===== config.mk =====
export PLATFORM = sky130hd
export DESIGN_NAME = image_frame_sequencer
export DESIGN_NICKNAME = d
export VERILOG_FILES = /design/src/rtl/image_frame_sequencer_pkg.sv /design/src/rtl/image_frame_sequencer_skid.sv /design/src/rtl/image_frame_sequencer.sv
export SDC_FILE = /design/constraint.sdc
export NUM_CORES = 1
export LEC_CHECK = 0
export BUFFER_PORTS_ARGS = -buffer_cell sky130_fd_sc_hd__buf_4
export CORE_MARGIN = 2
export CORE_UTILIZATION = 49
export CTS_CLUSTER_DIAMETER = 150
export CTS_CLUSTER_SIZE = 20
export DETAILED_ROUTE_END_ITERATION = 12
export PLACE_DENSITY_LB_ADDON = 0.12
export SKIP_LAST_GASP = 1
export SLEW_MARGIN = 10
export SYNTH_ARGS = -nofsm -noshare
export SYNTH_HDL_FRONTEND = slang
export SYNTH_HIERARCHICAL = 1
export SYNTH_SLANG_ARGS = --single-unit

===== constraint.sdc =====
create_clock -name clk -period 6.6 [get_ports clk]
set_clock_uncertainty 0.2 [all_clocks]
set_input_delay 0.66 -clock clk [delete_from_list [all_inputs] [get_ports clk]]
set_output_delay 0.66 -clock clk [all_outputs]
set_load 0.005 [all_outputs]

===== src/rtl/image_frame_sequencer_pkg.sv =====
// Shared types and defaults for the image frame sequencer: FSM states,
// per-pixel sideband flag layout and the slideshow image-advance helper.
package image_frame_sequencer_pkg;

  typedef enum logic [1:0] {
    ST_IDLE,
    ST_LOAD,
    ST_FETCH,
    ST_DRAIN
  } state_e;

  localparam int unsigned PIX_W_DEF = 24;
  localparam int unsigned IMG_W_DEF = 100;
  localparam int unsigned IMG_H_DEF = 100;
  localparam int unsigned FLAG_W    = 3;

  // Sideband flags carried alongside every pixel, MSB first.
  typedef struct packed {
    logic sof;
    logic eol;
    logic eof;
  } pix_flags_t;

  function automatic logic [1:0] next_img(input logic [1:0] cur, input int unsigned num);
    if (32'(cur) >= num - 1) return '0;
    return cur + 2'd1;
  endfunction

endpackage


===== src/rtl/image_frame_sequencer_skid.sv =====
// Two-entry pixel FIFO with fall-through: data arriving into an empty
// buffer is presented the same cycle, so a read strobe yields pix_valid one cycle later.
module pix_skid_buf #(
  parameter int unsigned DATA_W = 27
) (
  input  logic              clk,
  input  logic              rst_n,
  input  logic              in_valid_i,
  input  logic [DATA_W-1:0] in_data_i,
  output logic              out_valid_o,
  input  logic              out_ready_i,
  output logic [DATA_W-1:0] out_data_o,
  output logic [1:0]        occ_o
);

  logic [DATA_W-1:0] mem_q [2];
  logic              wr_ptr_q, rd_ptr_q;
  logic [1:0]        cnt_q;
  logic              empty, pop, bypass, push, pop_mem;

  assign empty       = (cnt_q == 2'd0);
  assign out_valid_o = !empty || in_valid_i;
  assign out_data_o  = !empty ? mem_q[rd_ptr_q] : (in_valid_i ? in_data_i : '0);
  assign pop         = out_valid_o && out_ready_i;
  // Incoming word consumed directly when the buffer is empty and downstream is ready.
  assign bypass      = empty && in_valid_i && out_ready_i;
  assign push        = in_valid_i && !bypass;
  assign pop_mem     = pop && !empty;
  assign occ_o       = cnt_q;

  always_ff @(posedge clk or negedge rst_n) begin
    if (!rst_n) begin
      mem_q[0] <= '0;
      mem_q[1] <= '0;
      wr_ptr_q <= 1'b0;
      rd_ptr_q <= 1'b0;
      cnt_q    <= '0;
    end else begin
      if (push) begin
        mem_q[wr_ptr_q] <= in_data_i;
        wr_ptr_q        <= ~wr_ptr_q;
      end
      if (pop_mem) rd_ptr_q <= ~rd_ptr_q;
      cnt_q <= cnt_q + {1'b0, push} - {1'b0, pop_mem};
    end
  end

endmodule


===== src/rtl/image_frame_sequencer.sv =====
// Frame readout sequencer: walks the image store in raster order, tags each
// read with sof/eol/eof and streams pixels out through a 2-entry skid buffer.
module image_frame_sequencer
  import image_frame_sequencer_pkg::*;
#(
  parameter int unsigned IMG_W       = IMG_W_DEF,
  parameter int unsigned IMG_H       = IMG_H_DEF,
  parameter int unsigned NUM_IMG     = 4,
  parameter int unsigned PIX_W       = PIX_W_DEF,
  parameter int unsigned ADDR_W      = 14,
  parameter int unsigned HOLD_FRAMES = 60
) (
  input  logic              clk,
  input  logic              rst_n,
  input  logic              start,
  input  logic              stop,
  input  logic              mode,
  input  logic [1:0]        sel_img,
  output logic              rd_en,
  output logic [1:0]        rd_img,
  output logic [ADDR_W-1:0] rd_addr,
  input  logic [PIX_W-1:0]  rd_data,
  output logic              pix_valid,
  input  logic              pix_ready,
  output logic [PIX_W-1:0]  pix_data,
  output logic              pix_sof,
  output logic              pix_eol,
  output logic              pix_eof,
  output logic              busy,
  output logic              frame_done
);

  localparam int unsigned XW = (IMG_W > 1) ? $clog2(IMG_W) : 1;
  localparam int unsigned YW = (IMG_H > 1) ? $clog2(IMG_H) : 1;
  localparam int unsigned CW = (HOLD_FRAMES > 1) ? $clog2(HOLD_FRAMES) : 1;
  localparam int unsigned SW = PIX_W + FLAG_W;

  state_e            state_q, state_d;
  logic [XW-1:0]     x_q, x_d;
  logic [YW-1:0]     y_q, y_d;
  logic [ADDR_W-1:0] addr_q, addr_d;
  logic [1:0]        rd_img_q, rd_img_d;
  logic [1:0]        slide_img_q, slide_img_d;
  logic [CW-1:0]     frame_cnt_q, frame_cnt_d;
  logic              stop_q, stop_d;
  logic              mode_q, mode_d;
  logic              first_q, first_d;
  logic              inflight_q, inflight_d;
  pix_flags_t        flags_q, flags_d;

  logic [1:0]        occ;
  logic [SW-1:0]     skid_out;
  pix_flags_t        out_flags;
  logic              x_last, y_last, eof_acc;
  logic [1:0]        load_img;

  assign x_last  = (x_q == XW'(IMG_W - 1));
  assign y_last  = (y_q == YW'(IMG_H - 1));
  // Skid occupancy plus the read in flight is everything already committed downstream.
  assign rd_en   = (state_q == ST_FETCH) && ((3'(occ) + 3'(inflight_q)) < 3'd2);
  assign eof_acc = pix_valid && pix_ready && pix_eof;

  always_comb begin
    state_d     = state_q;
    x_d         = x_q;
    y_d         = y_q;
    addr_d      = addr_q;
    rd_img_d    = rd_img_q;
    slide_img_d = slide_img_q;
    frame_cnt_d = frame_cnt_q;
    stop_d      = stop_q;
    mode_d      = mode_q;
    first_d     = first_q;
    inflight_d  = rd_en;
    flags_d     = flags_q;
    load_img    = (first_q || !mode) ? sel_img : slide_img_q;

    if (rd_en) begin
      flags_d.sof = (x_q == '0) && (y_q == '0);
      flags_d.eol = x_last;
      flags_d.eof = x_last && y_last;
    end

    case (state_q)
      ST_IDLE: begin
        if (start) begin
          state_d = ST_LOAD;
          stop_d  = stop;
          first_d = 1'b1;
        end
      end
      ST_LOAD: begin
        rd_img_d    = load_img;
        slide_img_d = load_img;
        mode_d      = mode;
        if (first_q || !mode) frame_cnt_d = '0;
        first_d     = 1'b0;
        x_d         = '0;
        y_d         = '0;
        addr_d      = '0;
        stop_d      = stop_q || stop;
        state_d     = ST_FETCH;
      end
      ST_FETCH: begin
        stop_d = stop_q || stop;
        if (rd_en) begin
          addr_d = addr_q + ADDR_W'(1);
          if (x_last) begin
            x_d = '0;
            if (y_last) begin
              y_d     = '0;
              state_d = ST_DRAIN;
            end else begin
              y_d = y_q + YW'(1);
            end
          end else begin
            x_d = x_q + XW'(1);
          end
        end
      end
      ST_DRAIN: begin
        stop_d = stop_q || stop;
        if (eof_acc) begin
          if (mode_q) begin
            if (frame_cnt_q == CW'(HOLD_FRAMES - 1)) begin
              frame_cnt_d = '0;
              slide_img_d = next_img(slide_img_q, NUM_IMG);
            end else begin
              frame_cnt_d = frame_cnt_q + CW'(1);
            end
          end
          if (stop_d) begin
            state_d = ST_IDLE;
            stop_d  = 1'b0;
          end else begin
            state_d = ST_LOAD;
          end
        end
      end
      default: state_d = ST_IDLE;
    endcase
  end

  always_ff @(posedge clk or negedge rst_n) begin
    if (!rst_n) begin
      state_q     <= ST_IDLE;
      x_q         <= '0;
      y_q         <= '0;
      addr_q      <= '0;
      rd_img_q    <= '0;
      slide_img_q <= '0;
      frame_cnt_q <= '0;
      stop_q      <= 1'b0;
      mode_q      <= 1'b0;
      first_q     <= 1'b0;
      inflight_q  <= 1'b0;
      flags_q     <= '0;
    end else begin
      state_q     <= state_d;
      x_q         <= x_d;
      y_q         <= y_d;
      addr_q      <= addr_d;
      rd_img_q    <= rd_img_d;
      slide_img_q <= slide_img_d;
      frame_cnt_q <= frame_cnt_d;
      stop_q      <= stop_d;
      mode_q      <= mode_d;
      first_q     <= first_d;
      inflight_q  <= inflight_d;
      flags_q     <= flags_d;
    end
  end

  pix_skid_buf #(
    .DATA_W(SW)
  ) u_skid (
    .clk        (clk),
    .rst_n      (rst_n),
    .in_valid_i (inflight_q),
    .in_data_i  ({flags_q, rd_data}),
    .out_valid_o(pix_valid),
    .out_ready_i(pix_ready),
    .out_data_o (skid_out),
    .occ_o      (occ)
  );

  assign {out_flags, pix_data} = skid_out;
  assign pix_sof    = out_flags.sof;
  assign pix_eol    = out_flags.eol;
  assign pix_eof    = out_flags.eof;
  assign rd_img     = rd_img_q;
  assign rd_addr    = addr_q;
  assign busy       = (state_q != ST_IDLE);
  assign frame_done = eof_acc;

endmodule


# Yosys cells after proc, flatten, opt, wreduce, memory -nomap -nowiden
# Index checks and enable logic that the tools add are counted.
[totals]
ff_bits = 105
in_bits = 32
wordCells = 127
[classes]
magnitude_cmp = 5
add_sub_neg = 8
n_bitwise = 4
n_reduce_logical = 31
n_eq_ne = 14
mux = 46
[ops]
columns = ["op", "count"]
rows = [
  ["$mux W27", 6],
  ["$bwmux W54", 1],
  ["$mux W7", 5],
  ["$pmux W14 S2", 1],
  ["$pmux W7 S2", 2],
  ["$demux W27 S1", 1],
  ["$mux W6", 4],
  ["$mux W2", 11],
  ["$ne A2 B2 Y1 const B", 8],
  ["$add A14 B1 Y14 const B", 1],
  ["$add A7 B1 Y7 const B", 2],
  ["$eq A7 B7 Y1 const B", 2],
  ["$logic_not A7 Y1", 2],
  ["$mux W14", 1],
  ["$pmux W6 S2", 1],
  ["$logic_and A1 B1 Y1", 10],
  ["$mux W1", 9],
  ["$pmux W2 S4", 1],
  ["$reduce_and A4 Y1", 2],
  ["$reduce_bool A2 Y1", 4],
  ["$add A6 B1 Y6 const B", 1],
  ["$eq A6 B6 Y1 const B", 1],
  ["$ge A2 B2 Y1 const B", 3],
  ["$reduce_and A5 Y1", 1],
  ["other kinds (19)", 28],
]

# Depth between registers and ports, before layout
[logic_depth]
depth_word = 13
ltp_mapped = 8
depth_no_buf = 7

# Modules after synthesis
# Netlist, hierarchy kept.
[by_module_without_submodules]
columns = ["module", "area_per_inst_um2", "cells_per_inst", "n_inst", "seq_area_each_um2"]
rows = [
  ["pix_skid_buf", 2887.8, 224, 1, 1451.4],
  ["image_frame_sequencer", 2660.1, 278, 1, 1176.1],
]

# Worst setup path before layout
# No wires, ideal clock.
[synth_timing]
path_kind = "flip-flop to flip-flop"
startpoint = "register u_skid.cnt_q[1], in the netlist u_skid/occ_o[1]"
endpoint = "register frame_cnt_q[4]"
arrival_time_ps = 2434
stages_incl_launch_ff = 9
required_ps = 6319
synth_period_minus_slack_ps = 2715
path_slack_ps = 3885
setup_time_ps = 81
cell_sequence = "dfrtp_1 -> nor2_1 -> clkbuf_1 -> nand3_1 -> o21ai_0 -> nand4_1 -> a211o_4 -> or4_4 -> o211ai_2"
[synth_rtl]
columns = ["element", "line", "rtl"]
rows = [
  ["start, declared", "image_frame_sequencer_skid.sv:18", "logic [1:0] cnt_q;"],
  ["start signal, assigned", "image_frame_sequencer_skid.sv:44", "cnt_q <= cnt_q + {1'b0, push} - {1'b0, pop_mem};"],
  ["$logic_not A2 Y1", "image_frame_sequencer_skid.sv:21", "assign empty = (cnt_q == 2'd0);"],
  ["$mux W27", "image_frame_sequencer_skid.sv:23", "assign out_data_o = !empty ? mem_q[rd_ptr_q] : (in_valid_i ? in_data_i : '0);"],
  ["named net pix_eof", "image_frame_sequencer.sv:28", "output logic pix_eof,"],
  ["$logic_and A1 B1 Y1", "image_frame_sequencer.sv:61", "assign eof_acc = pix_valid && pix_ready && pix_eof;"],
  ["$ne A2 B2 Y1 (no line)", "-", ""],
  ["$reduce_and A4 Y1 (no line)", "-", ""],
  ["end signal, assigned", "image_frame_sequencer.sv:165", "frame_cnt_q <= frame_cnt_d;"],
  ["end, declared", "image_frame_sequencer.sv:44", "logic [CW-1:0] frame_cnt_q, frame_cnt_d;"],
]
# The timed path passes the listed nets, and every way through them passes these cells.
# A chain may end at the register's enable or synchronous reset.

# Worst setup path after layout
[layout_timing]
startpoint = "register u_skid.cnt_q[1], in the netlist u_skid/occ_o[1]"
endpoint = "output port frame_done"
[layout_between]
elab_chain_len = 5
[layout_rtl]
columns = ["element", "line", "rtl"]
rows = [
  ["$logic_not A2 Y1 *", "image_frame_sequencer_skid.sv:21", ""],
  ["$logic_not A1 Y1", "image_frame_sequencer_skid.sv:22", "assign out_valid_o = !empty || in_valid_i;"],
  ["$logic_or A1 B1 Y1", "image_frame_sequencer_skid.sv:22", ""],
  ["$logic_and A1 B1 Y1", "image_frame_sequencer.sv:61", ""],
  ["$logic_and A1 B1 Y1 *", "image_frame_sequencer.sv:61", ""],
  ["end, declared", "image_frame_sequencer.sv:30", "output logic frame_done"],
]
# Every way passes the cells marked *; elsewhere a longest branch is shown, timed or not.

==> impl_metrics.tcl <==
set metrics [dict create \
    dr_total_vias 4134 \
    fin_setup_tns_ns 0 \
    required_ns 5.74 \
    synth.distinct_cells 65 \
    n_fill_cell 938 \
    synth.avg_cell_area_um2 11.1 \
    area_delta_synth_final_pct 17.0 \
    async_reset_ff_share_pct 100 \
    grtUsageTotal_pct 19.9 \
    synth_area_mm2 0.00555 \
    ir_worst_vdd_v 0.000217 \
    syn_nets 548 \
    gp_congestion 0.861 \
    max_slew_margin_pct 28.1 \
    grt_pass1_vias 4199 \
    h-tree-depth 3 \
    final_common_cell "dfrtp_1" \
    numPlacedInstances 699 \
    coreArea_mm2 0.0109 \
    worst_setup_path_start_kind "flop" \
    crit_fanout 55 \
    route.met2.wl_um 5890 \
    die_area_mm2 0.0122 \
    status "complete, no violations" \
    synth_seq_area_share_pct 47.4 \
    drt-initial-drc-count 249 \
    antenna_cells 0 \
    die_w_um 110 \
    cts_buffer_depth 2 \
    wl_per_cell_um 16.6 \
    crit_type "flop to output pin" \
    end_kind "output pin" \
    num_rows 38 \
    setup_viol 0 \
    hold_violations 0 \
    ys.flop_type "dfrtp_1" \
    total_power_mw 2.79 \
    pin_count 79 \
    antenna_found_initial 0 \
    overflow 0 \
    path_clk_slew_ns 0.07 \
    layout-drive-gt1-share_pct 28.3 \
    port_buffers 78 \
    wl_met3_um 383 \
    place.detailed.hpwl_um 7850 \
    wl_met1_um 5420 \
    finalCritPeriodShare_pct 50.1 \
    routed.top_layer "met4" \
    mostFrequentLayoutCells "dfrtp_1 (105), buf_4 (82), o21ai_0 (43)" \
    clock-sinks 105 \
    pre_cts_ws_ns 3.46 \
    start_util_pct 50.7 \
    cts_resized 0 \
    dr.pass1.iters 4 \
    cts_buffers 9 \
    final_net_count 616 \
    cts_tree "done" \
    min_period_ns 3.30 \
    die_y_um 110 \
    finalMaxSlewViolations 0 \
    post_cts_buffers 0 \
    leakagePower_nw 2.95 \
    cts-hold-fix-buffers 0 \
    power_density_mw_per_mm2 430 \
    regArea_mm2 0.00263 \
    drtAntennaViolNets 0 \
    instances_no_fill 715 \
    tightest_slew_ns 1.08 \
    fmax_mhz 303 \
    max_cap_violations 0 \
    synth_edf_count 0 \
    cts_root_buf "clkbuf_16" \
    cp.arrival_ns 2.44 \
    fin_ws_ns 3.30 \
    synth_seq_cells 105 \
    multi_input_area_mm2 0.00272 \
    drc 0 \
    grt_pass1_wl_um 20300 \
    grt_start_max_net_pins 69 \
    drt-total-wl_um 11800 \
    hold_class "primary input to async pin" \
    yosys_warnings 6 \
    synthCells 502 \
    clock_latency_ns 0.34 \
    routed_via_density 5.78 \
    rsz0062_at_grt "no" \
]
## through the flow
stage               hold WS, ns  area, um2  utilization, %
floorplan                 0.164       5550               -
global placement          0.277       6210            56.8
detailed placement        0.281       6210            56.8
CTS                      0.0947       6490            59.4
global route              0.112       6490            59.4
finish                   0.0773       6490            59.4
## area by class of cell
| class | instances | area share [%] |
|---|---|---|
| Inverter | 18 | 1.04 |
| Tap cell | 140 | 2.70 |
| Sequential cell | 105 | 40.5 |
| Timing Repair Buffer | 82 | 9.48 |
| Clock inverter | 4 | 0.405 |
| Clock buffer | 12 | 3.95 |
| Multi-Input combinational cell | 354 | 41.9 |
## power by group
group          leakage (nW)  switching (mW)  internal, mW  total, mW
registers              1.34           0.167         0.868       1.03
clock network         0.139           0.234         0.277      0.511
logic                  1.47           0.607         0.640       1.25
total                  2.95            1.01          1.78       2.79
## flip-flops by register name, summed over array words and instances, names as in the netlist
name,count
first_q,1
flags_q,3
frame_cnt_q,6
inflight_q,1
mode_q,1
rd_addr,14
rd_img,2
slide_img_q,2
state_q,2
stop_q,1
u_skid/mem_q,54
u_skid/occ_o,2
u_skid/rd_ptr_q,1
u_skid/wr_ptr_q,1
x_q,7
y_q,7
## critical path, stage by stage (launching register included)
cell and delay, ns:
dfrtp_1 0.47, nor2_4 0.86, o21ai_0 0.34, nand3_1 0.22, inv_1 0.07, buf_4 0.13
## layer usage
layer	up-vias	track usage, %
met5	-	0
met4	0	5.83
met3	15	4.61
met2	68	33.7
met1	2063	25.5
li1	1988	-
## cell usage after synthesis, types with 2 or more instances
master,n,area share (%)
nor2_1,14,0.95
o21a_1,2,0.27
mux2_4,20,5.4
clkbuf_1,13,0.88
a221o_1,2,0.36
buf_6,4,0.81
o21bai_1,2,0.27
nand4_1,7,0.79
o21ai_0,43,3.9
o211ai_1,2,0.27
mux2i_1,34,6.1
dfrtp_1,105,47
o311ai_1,2,0.32
buf_2,5,0.45
o41ai_1,5,0.79
nand2_1,25,1.7
ha_1,14,3.2
xnor2_1,3,0.47
nand3_1,42,3.8
nand2b_1,3,0.34
nor2b_1,6,0.68
a32o_1,2,0.36
mux2_2,36,7.3
o22ai_1,4,0.45
o311ai_0,3,0.47
and4_1,3,0.47
nor3_1,5,0.45
o31ai_1,4,0.54
buf_4,2,0.27
a22o_1,2,0.32
inv_1,17,1.2
xor2_1,3,0.47
or2_1,2,0.23
o21ai_1,4,0.36
and3_1,3,0.34
a31oi_1,4,0.45
a21oi_1,17,1.5
or3_1,10,1.1
a211oi_1,2,0.27
## cells by family (layout without fill, tap and decap cells)
family / after synthesis / after routing / synth area share, %
xor gates and xnor gates: 6 / 6 / 0.947
buffers and inverters: 43 / 116 / 3.70
DFF: 105 / 105 / 47.4
AOI/OAI and AO/OA: 110 / 110 / 12.7
and+or+nand+nor: 134 / 134 / 13.3
muxes: 90 / 90 / 18.9
adders and majority gates: 14 / 14 / 3.16
## worst paths after layout
| path | end | slack, ns | depth (start not counted) | from |
|---|---|---|---|---|
| setup / recovery | frame_done | 3.30 | 5 | u_skid/occ_o[1] |
| hold / removal | u_skid/mem_q[12] | 0.08 | 1 | rst_n |
| setup reg to reg | frame_cnt_q[4] | 3.46 | 7 | u_skid/occ_o[1] |
| hold reg to reg | u_skid/wr_ptr_q | 0.29 | 1 | u_skid/wr_ptr_q |
| max in group asynchronous | x_q[5] | 4.89 | 2 | rst_n |
| min in group clk | u_skid/wr_ptr_q | 0.29 | 1 | u_skid/wr_ptr_q |
Power figures use the tool's default switching activity.
